**src/rtl/chess_layout_matrix_pkg.sv**
```systemverilog
// Shared board definitions: piece codes, board geometry and the opening layout.
package chess_pkg;

    localparam int unsigned SQUARE_WIDTH = 4;

    localparam logic [3:0] PIECE_EMPTY  = 4'd0;
    localparam logic [3:0] PIECE_PAWN   = 4'd1;
    localparam logic [3:0] PIECE_KNIGHT = 4'd2;
    localparam logic [3:0] PIECE_BISHOP = 4'd3;
    localparam logic [3:0] PIECE_ROOK   = 4'd4;
    localparam logic [3:0] PIECE_QUEEN  = 4'd5;
    localparam logic [3:0] PIECE_KING   = 4'd6;
    localparam logic [3:0] BLACK        = 4'h8;

    // Nibble i holds square i (row*8+col); the most significant nibble is square 63 (h1).
    // Row 0 (rank 8) is black: rook, knight, bishop, queen, king, bishop, knight, rook.
    localparam logic [255:0] INIT_LAYOUT =
        256'h42365324_11111111_00000000_00000000_00000000_00000000_99999999_CABEDBAC;

    typedef enum logic [2:0] {
        MOVE_NONE,
        MOVE_LEFT,
        MOVE_RIGHT,
        MOVE_UP,
        MOVE_DOWN
    } moveDir_e;

    function automatic logic [5:0] sq_idx(input logic [2:0] row, input logic [2:0] col);
        return {row, col};
    endfunction

endpackage

```
**src/rtl/chess_layout_matrix_key_debounce.sv**
```systemverilog
// Two-flop synchroniser followed by a stable-count debouncer with a change pulse.
module key_debounce #(
    parameter int unsigned DEBOUNCE_CYCLES = 50000,
    parameter logic        IDLE_LEVEL      = 1'b1
) (
    input  logic clock,
    input  logic resetApp_n,
    input  logic rawIn,
    output logic level,
    output logic toggle
);

    localparam int unsigned CNT_W = (DEBOUNCE_CYCLES > 2) ? $clog2(DEBOUNCE_CYCLES) : 1;
    localparam logic [CNT_W-1:0] CNT_LAST = CNT_W'(DEBOUNCE_CYCLES - 1);

    logic             syncMeta;
    logic             syncOut;
    logic [CNT_W-1:0] stableCnt;

    // Synchronise the raw input and accept a new level only after it has differed for the full window.
    always_ff @(posedge clock or negedge resetApp_n) begin
        if (!resetApp_n) begin
            syncMeta  <= IDLE_LEVEL;
            syncOut   <= IDLE_LEVEL;
            level     <= IDLE_LEVEL;
            stableCnt <= '0;
            toggle    <= 1'b0;
        end else begin
            syncMeta <= rawIn;
            syncOut  <= syncMeta;
            toggle   <= 1'b0;
            if (syncOut == level) begin
                stableCnt <= '0;
            end else if (stableCnt == CNT_LAST) begin
                level     <= syncOut;
                stableCnt <= '0;
                toggle    <= 1'b1;
            end else begin
                stableCnt <= stableCnt + 1'b1;
            end
        end
    end

endmodule

```
**src/rtl/chess_layout_matrix.sv**
```systemverilog
// Board state, cursor and pick/place control driven by debounced keys and the lock switch.
module chess_layout_matrix
    import chess_pkg::*;
#(
    parameter int unsigned CHESS_SQUARES   = 64,
    parameter int unsigned DEBOUNCE_CYCLES = 50000
) (
    input  logic                                clock,
    input  logic                                resetApp_n,
    input  logic                                KeyLeft,
    input  logic                                KeyUp,
    input  logic                                KeyDown,
    input  logic                                KeyRight,
    input  logic                                LockSwitch,
    output logic [CHESS_SQUARES*SQUARE_WIDTH-1:0] Matrix,
    output logic [5:0]                          CursorIdx,
    output logic                                Holding,
    output logic [SQUARE_WIDTH-1:0]             HeldPiece
);

    logic [SQUARE_WIDTH-1:0] board [CHESS_SQUARES];

    logic leftLevel, leftToggle;
    logic upLevel, upToggle;
    logic downLevel, downToggle;
    logic rightLevel, rightToggle;
    logic lockLevel, lockToggle;

    logic pressLeft, pressUp, pressDown, pressRight;
    logic lockOn, lockOff;

    moveDir_e   moveDir;
    logic [5:0] nextCursor;

    key_debounce #(.DEBOUNCE_CYCLES(DEBOUNCE_CYCLES), .IDLE_LEVEL(1'b1)) uLeft (
        .clock(clock), .resetApp_n(resetApp_n), .rawIn(KeyLeft),
        .level(leftLevel), .toggle(leftToggle));
    key_debounce #(.DEBOUNCE_CYCLES(DEBOUNCE_CYCLES), .IDLE_LEVEL(1'b1)) uUp (
        .clock(clock), .resetApp_n(resetApp_n), .rawIn(KeyUp),
        .level(upLevel), .toggle(upToggle));
    key_debounce #(.DEBOUNCE_CYCLES(DEBOUNCE_CYCLES), .IDLE_LEVEL(1'b1)) uDown (
        .clock(clock), .resetApp_n(resetApp_n), .rawIn(KeyDown),
        .level(downLevel), .toggle(downToggle));
    key_debounce #(.DEBOUNCE_CYCLES(DEBOUNCE_CYCLES), .IDLE_LEVEL(1'b1)) uRight (
        .clock(clock), .resetApp_n(resetApp_n), .rawIn(KeyRight),
        .level(rightLevel), .toggle(rightToggle));
    key_debounce #(.DEBOUNCE_CYCLES(DEBOUNCE_CYCLES), .IDLE_LEVEL(1'b0)) uLock (
        .clock(clock), .resetApp_n(resetApp_n), .rawIn(LockSwitch),
        .level(lockLevel), .toggle(lockToggle));

    // Keys are active-low: a press is a level change that lands on 0.
    assign pressLeft  = leftToggle  & ~leftLevel;
    assign pressUp    = upToggle    & ~upLevel;
    assign pressDown  = downToggle  & ~downLevel;
    assign pressRight = rightToggle & ~rightLevel;
    assign lockOn     = lockToggle  &  lockLevel;
    assign lockOff    = lockToggle  & ~lockLevel;

    // Decode a single key event into a move; simultaneous events cancel out.
    always_comb begin
        moveDir = MOVE_NONE;
        case ({pressLeft, pressRight, pressUp, pressDown})
            4'b1000: moveDir = MOVE_LEFT;
            4'b0100: moveDir = MOVE_RIGHT;
            4'b0010: moveDir = MOVE_UP;
            4'b0001: moveDir = MOVE_DOWN;
            default: moveDir = MOVE_NONE;
        endcase
    end

    // Saturating cursor step within the 8x8 grid.
    always_comb begin
        nextCursor = CursorIdx;
        case (moveDir)
            MOVE_LEFT:  if (CursorIdx[2:0] != 3'd0) nextCursor = sq_idx(CursorIdx[5:3], CursorIdx[2:0] - 3'd1);
            MOVE_RIGHT: if (CursorIdx[2:0] != 3'd7) nextCursor = sq_idx(CursorIdx[5:3], CursorIdx[2:0] + 3'd1);
            MOVE_UP:    if (CursorIdx[5:3] != 3'd0) nextCursor = sq_idx(CursorIdx[5:3] - 3'd1, CursorIdx[2:0]);
            MOVE_DOWN:  if (CursorIdx[5:3] != 3'd7) nextCursor = sq_idx(CursorIdx[5:3] + 3'd1, CursorIdx[2:0]);
            default:    nextCursor = CursorIdx;
        endcase
    end

    // Cursor, board and held-piece registers; pick/place uses the cursor before this cycle's move.
    always_ff @(posedge clock or negedge resetApp_n) begin
        if (!resetApp_n) begin
            for (int unsigned i = 0; i < CHESS_SQUARES; i++) begin
                board[i] <= INIT_LAYOUT[SQUARE_WIDTH*i +: SQUARE_WIDTH];
            end
            CursorIdx <= sq_idx(3'd6, 3'd4);
            Holding   <= 1'b0;
            HeldPiece <= PIECE_EMPTY;
        end else begin
            CursorIdx <= nextCursor;
            if (lockOn && !Holding && board[CursorIdx] != PIECE_EMPTY) begin
                HeldPiece        <= board[CursorIdx];
                board[CursorIdx] <= PIECE_EMPTY;
                Holding          <= 1'b1;
            end else if (lockOff && Holding) begin
                board[CursorIdx] <= HeldPiece;
                Holding          <= 1'b0;
                HeldPiece        <= PIECE_EMPTY;
            end
        end
    end

    // Pack the register array onto the renderer-facing vector.
    always_comb begin
        Matrix = '0;
        for (int unsigned i = 0; i < CHESS_SQUARES; i++) begin
            Matrix[SQUARE_WIDTH*i +: SQUARE_WIDTH] = board[i];
        end
    end

endmodule

```
**config.mk**
```make
export PLATFORM = sky130hd
export DESIGN_NAME = chess_layout_matrix
export DESIGN_NICKNAME = d
export VERILOG_FILES = /design/src/rtl/chess_layout_matrix_pkg.sv /design/src/rtl/chess_layout_matrix_key_debounce.sv /design/src/rtl/chess_layout_matrix.sv
export SDC_FILE = /design/constraint.sdc
export NUM_CORES = 1
export LEC_CHECK = 0
export CAP_MARGIN = 40
export CORE_MARGIN = 5
export CORE_UTILIZATION = 48
export DETAILED_ROUTE_END_ITERATION = 8
export GPL_ROUTABILITY_DRIVEN = 0
export PLACE_DENSITY = 0.74
export SYNTH_ARGS = -nofsm -noshare
export SYNTH_HDL_FRONTEND = slang
export SYNTH_SLANG_ARGS = --single-unit
export TNS_END_PERCENT = 100
```
**constraint.sdc**
```tcl
create_clock -name clock -period 2.92 [get_ports clock]
set_input_delay 0.876 -clock clock [delete_from_list [all_inputs] [get_ports clock]]
set_output_delay 0.876 -clock clock [all_outputs]
set_load 0.05 [all_outputs]
```
==> results.yml, run 1 <==
timing:
  period_share: 1.106
  rsz_0062_raised_after_global_routing: "true"
  setup-violations-final: 262
  slew-limit-headroom: 0.4937
  timing.final.ws_setup_ns: -0.3092
  timing.fmax_mhz: 309.7
  total_count_of_max_transition_violations_in_the_final_report: 0
  transition_time_at_the_pin_with_the_least_slew_margin_ns: 0.7595
  finalHoldViolCount: 0
  crit_path_time_final_ns: 3.229
  fin_worst_skew_ns: 0.02728
finish:
  finish.cell_count_without_fillers: 2997
  mostFrequentLayoutCells: "691 x sky130_fd_sc_hd__nand2_1, 294 x sky130_fd_sc_hd__dfrtp_1, 267 x sky130_fd_sc_hd__clkdlybuf4s50_1"
  post_layout_inst_area_um2: 25530
  number_of_inserted_diodes: 0
  fillerInstances: 3074
  most_common_cell_after_layout_fill_and_taps_aside: "sky130_fd_sc_hd__nand2_1"
  number_of_nets_in_the_layout: 2452
  post-route-util: 0.6425
  drive_above_1_share: 0.2067
  layout_area_overhead_pct: 32.72
detailed_routing:
  detail_route.wl_per_cell_um: 22.96
  wl_met3_mm: 8.354
  wl_met1_mm: 25.37
  drc_violation_count_after_routing: 0
  via_count: 17872
  route.met2.wl_mm: 31.14
  route.final.wire_length_mm: 68.82
  detail-route-antenna-nets: 0
  drt_first_iter_violations: 2078
  drt-vias-per-instance: 5.963
  top_signal_layer_used: "met5"
  drt_pre_antenna_iters: 8
setup_path:
  cp_data_required_time_ns: 3.41
  path_class: "flip-flop to flip-flop"
  crit_path_cell_trace: "buf_12 > mux4_2 > a22oi_1 > o2111ai_1 > or3_4 > nor3_4 > buf_12 > buf_12 > a21oi_4 > o21ai_2"
  critical-path-slowest-cell: "sky130_fd_sc_hd__mux4_2"
  critical_path_sink_type: "flip-flop"
  critPathArrivalTime_ns: 3.71
  cp_common_cell: "sky130_fd_sc_hd__buf_12"
  critPathMaxFanout: 16
  startpoint_type_of_the_worst_setup_path: "flip-flop"
  timing.critical_path.slowest_cell_delay_ns: 0.57
global_route:
  number_of_global_route_vias_before_repair: 17654
  grt_start_max_net_pins: 75
  grt_util_all_layers: 0.3018
  gr-total-overflow: 0
  wire_length_of_the_first_global_routing_pass_mm: 104.0
  antenna_found_initial: 1
placed_design:
  dpl.hpwl_mm: 48.98
  dpl-instance-area_um2: 23690
  port_buffers: 273
  place_inst: 2912
job:
  max-cap-violations: 0
cts:
  cts_tree: "yes"
  ctsLongestPathBuffers: 3
  cts.sink_count: 367
  cts.clk_slew.worst_paths_ns: 0.06
  clk-insertion-delay-late_ns: 0.59
  clock_tree.root_cell: "sky130_fd_sc_hd__clkbuf_16"
  cts_hold_buffers_added: 0
  numCtsBuffers: 42
  ctsHtreeMaxLevel: 2
logic_synthesis:
  synthDistinctLibCells: 68
  syn-cell-area_um2: 19230
  synth-warning-count: 0
  synth_largest_area_cell: "sky130_fd_sc_hd__dfrtp_1"
  synth_top_area_frac: 0.3851
  synthesized_area_per_cell_um2: 9.378
  synth-seq-area-share: 0.4821
  ys_ff_latch: 367
  synth-edff-count: 0
  yosys-top-cells-area: "sky130_fd_sc_hd__dfrtp_1 39%, sky130_fd_sc_hd__nand2_1 13%, sky130_fd_sc_hd__dfstp_2 9.7%"
  synth_nets: 2065
  post_synthesis_async_set_or_reset_flop_share: 1.000
  gate_count_of_the_mapped_netlist: 2051
  postSynth.topFlopCell: "sky130_fd_sc_hd__dfrtp_1"
outcome:
  outcome: "finished with violations"
  violations: "negative setup slack"
power_and_ir_drop:
  leakagePower_nw: 9.865
  power_density_nw_per_um2: 434.0
  power.total_mw: 11.08
  worst_ir_drop_vdd_uv: 352.0
floorplan:
  die_w_um: 210.2
  start_util: 0.4841
  core_um2: 39730
  rows: 73
  die_height_um: 210.2
  ios: 274
  die_footprint_um2: 44170
hold_path:
  min-delay-path-class: "input port to asynchronous set/reset pin"
-- through the flow --
stage | worst slack, ns | TNS [ns] | hold slack, ns
6_report | -0.3092 | -58.76 | 0.2173
5_1_grt | -0.3629 | -75.05 | 0.2471
4_1_cts | -0.1181 | -13.97 | 0.2203
3_5_place_dp | -0.2658 | -39.75 | 0.3478
3_3_place_gp | -0.1700 | -27.22 | 0.3422
2_1_floorplan | -0.02425 | -2.517 | 0.3312
-- registers in the layout (all words and copies together), names as in the netlist, 4 cells and up --
register	count
HeldPiece	4
uRight.stableCnt	16
uLeft.stableCnt	16
Matrix	256
uDown.stableCnt	16
uUp.stableCnt	16
uLock.stableCnt	16
CursorIdx	6
-- critical path, delay by kind of cell, from the launching register on --
kind                   cells  cell delay [ns]
DFF                        1             0.51
and+or+nand+nor            2             0.63
buffers and inverters      3             0.61
AOI/OAI and AO/OA          4             0.77
muxes                      1             0.57
-- metal layers --
metal,global-route usage,vias up
met5,0,-
met4,0.1557,2
met3,0.08290,290
met2,0.4707,1208
met1,0.3886,8604
li1,-,7768
-- final cells by class --
class                      instances  area [um^2]  share of cell area
clock buffer                      63         1241             0.04863
clock inverter                    15        276.5             0.01083
inverter                           3        11.26           0.0004412
multi-input combinational       1577         9600              0.3761
sequential                       367         9285              0.3638
tap                              525        656.9             0.02573
timing repair buffer             447         4454              0.1745
-- power breakdown --
part | internal (mW) | leakage, nW | total [mW] | switching, mW
logic | 0.0430 | 4.28 | 0.175 | 0.132
clock network | 3.57 | 0.735 | 5.77 | 2.19
registers | 5.12 | 4.85 | 5.14 | 0.0169
-- what timing repair did --
action                                 CTS  global route
resized for setup                       15            44
buffers inserted                         1             4
pin swaps                               20            42
endpoints found under the hold margin    0             0
setup endpoints to repair              262           263
cloned                                   1             1
-- path summary, 6_finish.rpt --
| check | startpoint | end | slack [ns] | cells past startpoint |
|---|---|---|---|---|
| setup / recovery | CursorIdx[0] | Matrix[170] | -0.31 | 10 |
| hold / removal | resetApp_n | Matrix[100] | 0.22 | 1 |
| setup reg to reg | CursorIdx[0] | Matrix[170] | -0.31 | 10 |
| hold reg to reg | uDown.syncMeta | uDown.syncOut | 0.36 | 0 |
| max in group asynchronous | resetApp_n | uLeft.syncMeta | 1.89 | 2 |
| min in group clock | uDown.syncMeta | uDown.syncOut | 0.36 | 0 |
-- kinds of logic after synthesis --
kind of cell    count (synthesis)  share of synthesized area
buf+inv                       108                    0.03142
mux                            83                    0.07715
fa+ha+maj                       7                   0.005334
xor+xnor                       81                    0.03689
simple gates                 1022                     0.2213
compound gates                383                     0.1458
flops                         367                     0.4821
-- cell usage after synthesis (all sizes together), types with 10 or more instances --
cell and count:
dfrtp 296, mux2 10, nand2b 11, xnor2 34, dfstp 71, nand4 12, nand2 691, mux2i 23
nand3 36, nor2b 12, xor2 47, and3 30, clkbuf 69, buf 36, nor2 162, mux4 50
nor3 29, o21ai 266, a21oi 71
No activity file was read; power rests on OpenSTA's default activity.
==> run 2, diff against run 1 <==
ABC_CLOCK_PERIOD_IN_PS = 2920   (was unset)
==> results of run 2 <==
The final DEF is identical to that of run 1; final timing and power are the same.
